<file path="config.mk">
export PLATFORM = sky130hd
export DESIGN_NAME = serial_adder
export DESIGN_NICKNAME = d
export VERILOG_FILES = /design/src/rtl/serial_adder.sv
export SDC_FILE = /design/constraint.sdc
export NUM_CORES = 1
export LEC_CHECK = 0
export CELL_PAD_IN_SITES_DETAIL_PLACEMENT = 0
export CELL_PAD_IN_SITES_GLOBAL_PLACEMENT = 1
export CORE_MARGIN = 4
export CORE_UTILIZATION = 42
export CTS_BUF_LIST = sky130_fd_sc_hd__clkbuf_8
export DETAILED_ROUTE_END_ITERATION = 16
export PLACE_DENSITY = 0.94
export SETUP_SLACK_MARGIN = 0.5
export SLEW_MARGIN = 25
export SYNTH_ARGS = -nofsm -noshare
export SYNTH_HDL_FRONTEND = slang
export SYNTH_SLANG_ARGS = --single-unit
</file>
<file path="constraint.sdc">
create_clock -name clk -period 1.9 [get_ports clk]
set_input_delay 0.38 -clock clk [delete_from_list [all_inputs] [get_ports clk]]
set_output_delay 0.38 -clock clk [all_outputs]
set_load 0.01 [all_outputs]
</file>
<file path="src/rtl/serial_adder.sv">
// serial_adder: bit-serial ripple adder. Accepts A, B and a carry-in,
// adds one bit per clock LSB-first through a two-half-adder full adder,
// and commits sum, carry-out and signed overflow after WIDTH cycles.
module serial_adder #(
    parameter int WIDTH = 8
) (
    input  logic             clk,
    input  logic             rst,
    input  logic             start,
    input  logic [WIDTH-1:0] a,
    input  logic [WIDTH-1:0] b,
    input  logic             cin,
    output logic             busy,
    output logic             done,
    output logic [WIDTH-1:0] sum,
    output logic             cout,
    output logic             ovf
);

    // Counter must hold 0..WIDTH without wrapping inside one operation.
    localparam int CW = $clog2(WIDTH + 1);
    localparam logic [CW-1:0] LAST_BIT = CW'(WIDTH - 1);

    typedef enum logic [1:0] {
        S_IDLE  = 2'd0,
        S_SHIFT = 2'd1,
        S_DONE  = 2'd2
    } state_t;

    state_t           r_state;
    state_t           w_state_next;

    logic [WIDTH-1:0] r_a;
    logic [WIDTH-1:0] r_b;
    logic [WIDTH-1:0] r_psum;
    logic             r_carry;
    logic [CW-1:0]    r_cnt;
    logic [WIDTH-1:0] r_sum;
    logic             r_cout;
    logic             r_ovf;

    logic             w_last;
    logic             w_ha1_s;
    logic             w_ha1_c;
    logic             w_ha2_s;
    logic             w_ha2_c;
    logic             w_fa_c;
    logic [WIDTH-1:0] w_psum_next;

    // Full adder on the current LSBs: two half-adder stages, carries ORed.
    assign w_ha1_s     = r_a[0] ^ r_b[0];
    assign w_ha1_c     = r_a[0] & r_b[0];
    assign w_ha2_s     = w_ha1_s ^ r_carry;
    assign w_ha2_c     = w_ha1_s & r_carry;
    assign w_fa_c      = w_ha1_c | w_ha2_c;

    // Result bit enters at the MSB so that after WIDTH shifts bit 0 is at the LSB.
    assign w_psum_next = {w_ha2_s, r_psum[WIDTH-1:1]};
    assign w_last      = (r_cnt == LAST_BIT);

    // State register.
    always_ff @(posedge clk or posedge rst) begin
        if (rst) begin
            r_state <= S_IDLE;
        end else begin
            r_state <= w_state_next;
        end
    end

    // Next-state logic: start only matters in IDLE; DONE lasts one cycle.
    always_comb begin
        w_state_next = r_state;
        case (r_state)
            S_IDLE:  if (start) w_state_next = S_SHIFT;
            S_SHIFT: if (w_last) w_state_next = S_DONE;
            S_DONE:  w_state_next = S_IDLE;
            default: w_state_next = S_IDLE;
        endcase
    end

    // Operand/carry/counter datapath plus the committed result registers.
    always_ff @(posedge clk or posedge rst) begin
        if (rst) begin
            r_a     <= '0;
            r_b     <= '0;
            r_psum  <= '0;
            r_carry <= 1'b0;
            r_cnt   <= '0;
            r_sum   <= '0;
            r_cout  <= 1'b0;
            r_ovf   <= 1'b0;
        end else begin
            case (r_state)
                S_IDLE: begin
                    if (start) begin
                        r_a     <= a;
                        r_b     <= b;
                        r_carry <= cin;
                        r_cnt   <= '0;
                    end
                end
                S_SHIFT: begin
                    r_a     <= r_a >> 1;
                    r_b     <= r_b >> 1;
                    r_psum  <= w_psum_next;
                    r_carry <= w_fa_c;
                    r_cnt   <= r_cnt + CW'(1);
                    // On the MSB cycle r_carry is the carry into the MSB, so the
                    // result is committed on this (DONE-entry) edge directly.
                    if (w_last) begin
                        r_sum  <= w_psum_next;
                        r_cout <= w_fa_c;
                        r_ovf  <= r_carry ^ w_fa_c;
                    end
                end
                default: begin
                end
            endcase
        end
    end

    assign busy = (r_state != S_IDLE);
    assign done = (r_state == S_DONE);
    assign sum  = r_sum;
    assign cout = r_cout;
    assign ovf  = r_ovf;

endmodule

</file>
==> results by group <==
Status
  • Status: finished, final reports clean

Worst setup path
  • Crit Path Max Fanout: 6
  • CP peak stage delay: 380 ps
  • Worst Setup SP: r_state[0]
  • CP Capture Type: flop
  • CP cell instances: buf_4 -> nand2b_4 -> nor3_4 -> buf_6 -> mux2_4
  • Crit path DAT: 1650 ps
  • Setup slack, reg-to-reg: 420 ps
  • CP Class: flop to flop
  • Data required, critical path: 2070 ps
  • CP startpoint kind: flop
  • Reg-to-reg startpoint: r_state[0]
  • Slowest cell on crit path: dfrtp_2

Drt
  • Iter 0 DRT Violations: 69
  • Drt drc: 0
  • Drt pass-1 iters: 4
  • Wirelength per Cell: 13.5 um
  • Total Wirelength: 3390 um
  • Post-route antenna net violation count: 0
  • Via/cell ratio: 5.10
  • Via count: 1280

Logic synthesis
  • Mean Syn Cell Area: 11.0 um^2
  • Syn nets: 178
  • Mapped cell area: 1710 um^2
  • Sequential area share after synthesis: 58.4%
  • Library cells used by synthesis: 25
  • Ys Warns: 0
  • Post-synth top flop: dfrtp_1
  • Cells after Synth: 156
  • Asr flop ratio synth: 100%
  • Post-synth EDFFs: 0
  • Yosys reg bits: 40

Finish
  • Cell Count, Final, Fillers Out: 251
  • Area growth syn-to-layout: 33.9%
  • Most common cell after layout, fill and taps aside: nand2_1
  • Most frequent cells in the layout: 58 x nand2_1, 38 x dfrtp_1, 19 x clkdlybuf4s50_1
  • Layout cells sized above 1: 23.2%
  • Net count reported at finish: 224
  • Finished Cell Area: 2290 um^2
  • Antenna fix cells: 0
  • Fill cells: 310
  • Final core occ: 60.4%

Timing
  • Period Utilization, post-route: 77.7%
  • RSZ-0062 raised after global routing: yes
  • Setup_tns: 0 ps
  • Crit path time final: 1480 ps
  • Worst slew pin tran: 496 ps
  • # setup viols final: 0
  • Max Transition Viols Final: 0
  • Fmax: 0.677 GHz
  • Slew headroom: 66.9%
  • Setup Skew: 4.83 ps
  • Final hold vios: 0
  • Setup WS post-layout: 424 ps

Pwr
  • P per Cell Area: 1500 nW/um^2
  • Cell-internal power: 2.26 mW
  • Leak: 1.14 nW
  • Seq pwr share: 42.1%
  • Comb power frac: 41.4%
  • NetSw: 1.19 mW
  • VDD IR-drop max: 0.684 mV
  • Clock share of power: 16.4%
  • Switching part of the total: 34.5%

Clock network
  • Clock Tree Buf Depth: 2
  • CTS H-tree lvls: 2
  • Num CTS Buffers: 5
  • Insertion delay of the later-clocked pin in the worst-skew pair: 280 ps
  • CTS tree: yes
  • CTS root buf: clkbuf_8
  • Reg clk slew, reported paths: 70 ps
  • Clock Sinks: 40

Floorplan
  • Die width: 71.9 um
  • Row count: 22
  • Initial Utilization: 45.1%
  • I/O pin count: 32
  • DIE HEIGHT: 71.9 um
  • Core Footprint: 3800 um^2
  • Die ar.: 5170 um^2

Placed design
  • Number of port buffers: 31
  • Place WS: 202 ps
  • DP Area: 2080 um^2
  • DP HPWL: 2220 um
  • Placed Cells: 231
  • RePlAce Congestion: 0.745

Global route
  • Initial antenna violation count: 0
  • Largest net degree at the start of global routing: 41
  • Grt total ovfl: 0
  • First-pass GRT wire length: 5780 um
  • GRT Total Usage: 14.5%
  • Number of global-route vias before repair: 1293

Job
  • Maxcap violations: 0

Worst hold path
  • Min-delay src: r_b[1]
  • Worst min path class: flop to flop
## layer usage
layer	routed length, um	part of all wire [%]	track usage (%)	up-vias
met5	0	0	0	-
met4	11	0.32	3.76	0
met3	186	5.5	5.89	2
met2	1750	51	24.7	37
met1	1450	43	16.8	631
li1	-	-	-	610
## flip-flops by register name, indices dropped and copies added (netlist names)
register	count
r_state	2
cout	1
r_cnt	4
sum	8
ovf	1
r_b	8
r_carry	1
r_psum	7
r_a	8
## power by group through the flow
stage / Combinational, mW / Clock, mW / Sequential (mW)
2_1_floorplan: 0.847 / 0 / 1.46
3_3_place_gp: 1.23 / 0 / 1.46
3_5_place_dp: 1.28 / 0 / 1.48
4_1_cts: 1.32 / 0.589 / 1.44
5_1_grt: 1.59 / 0.638 / 1.50
6_report: 1.43 / 0.567 / 1.45
## synthesized netlist by cell type, types with 2 or more instances
master     n  area share, %
a22oi_1   15            6.6
o21ai_0    6            1.8
dfrtp_1   40             58
nand2_1   59             13
nand2b_1   2           0.73
mux2_4     9            7.9
a21oi_1    2           0.58
buf_2      6            1.8
## worst max-delay path, delay by kind of cell, from the launching register on
kind,cells,cell delay (ps)
buffers and inverters,2,340
DFF,1,380
and+or+nand+nor,2,340
muxes,1,300
## worst paths after layout
| check | endpoint | depth (start not counted) |
|---|---|---|
| min in group asynchronous | sum[2] | 3 |
| max in group asynchronous | r_state[1] | 3 |
| worst min-delay path | r_b[1] | 2 |
| worst max register to register | sum[6] | 5 |
| worst min register to register | r_b[1] | 2 |
| worst max-delay path | sum[6] | 5 |
## logic make-up after synthesis
kind of cell    count (synthesis)  synth area share, %
flops                          40                 58.4
fa+ha+maj                       2                 1.90
simple gates                   68                 17.1
compound gates                 25                 10.1
xor+xnor                        1                0.511
mux                            11                 9.12
buf+inv                         9                 2.85
## per-stage QoR
step	hold WS, ps	total power [mW]
finish	479	3.45
global route	502	3.73
CTS	482	3.35
detailed placement	463	2.77
global placement	458	2.69
floorplan	446	2.31
## cell type report
type | count | area (um^2) | share of cell area [%]
clock inverter | 2 | 10.0 | 0.436
sequential | 40 | 1000 | 43.7
multi-input combinational | 107 | 706 | 30.8
clock buffer | 6 | 82.6 | 3.60
inverter | 1 | 3.75 | 0.164
timing repair buffer | 47 | 429 | 18.7
tap | 48 | 60.1 | 2.62
## timing repair
item                                    4_1_cts  5_1_grt
hold endpoints to repair                      0        0
hold buffers                                  0        0
buffers inserted                              6        5
pin swaps                                     3        2
resized for setup                            26        7
cloned                                        1        0
endpoints found under the setup margin       22       31
Note: power is estimated with default switching activity, not from simulation.
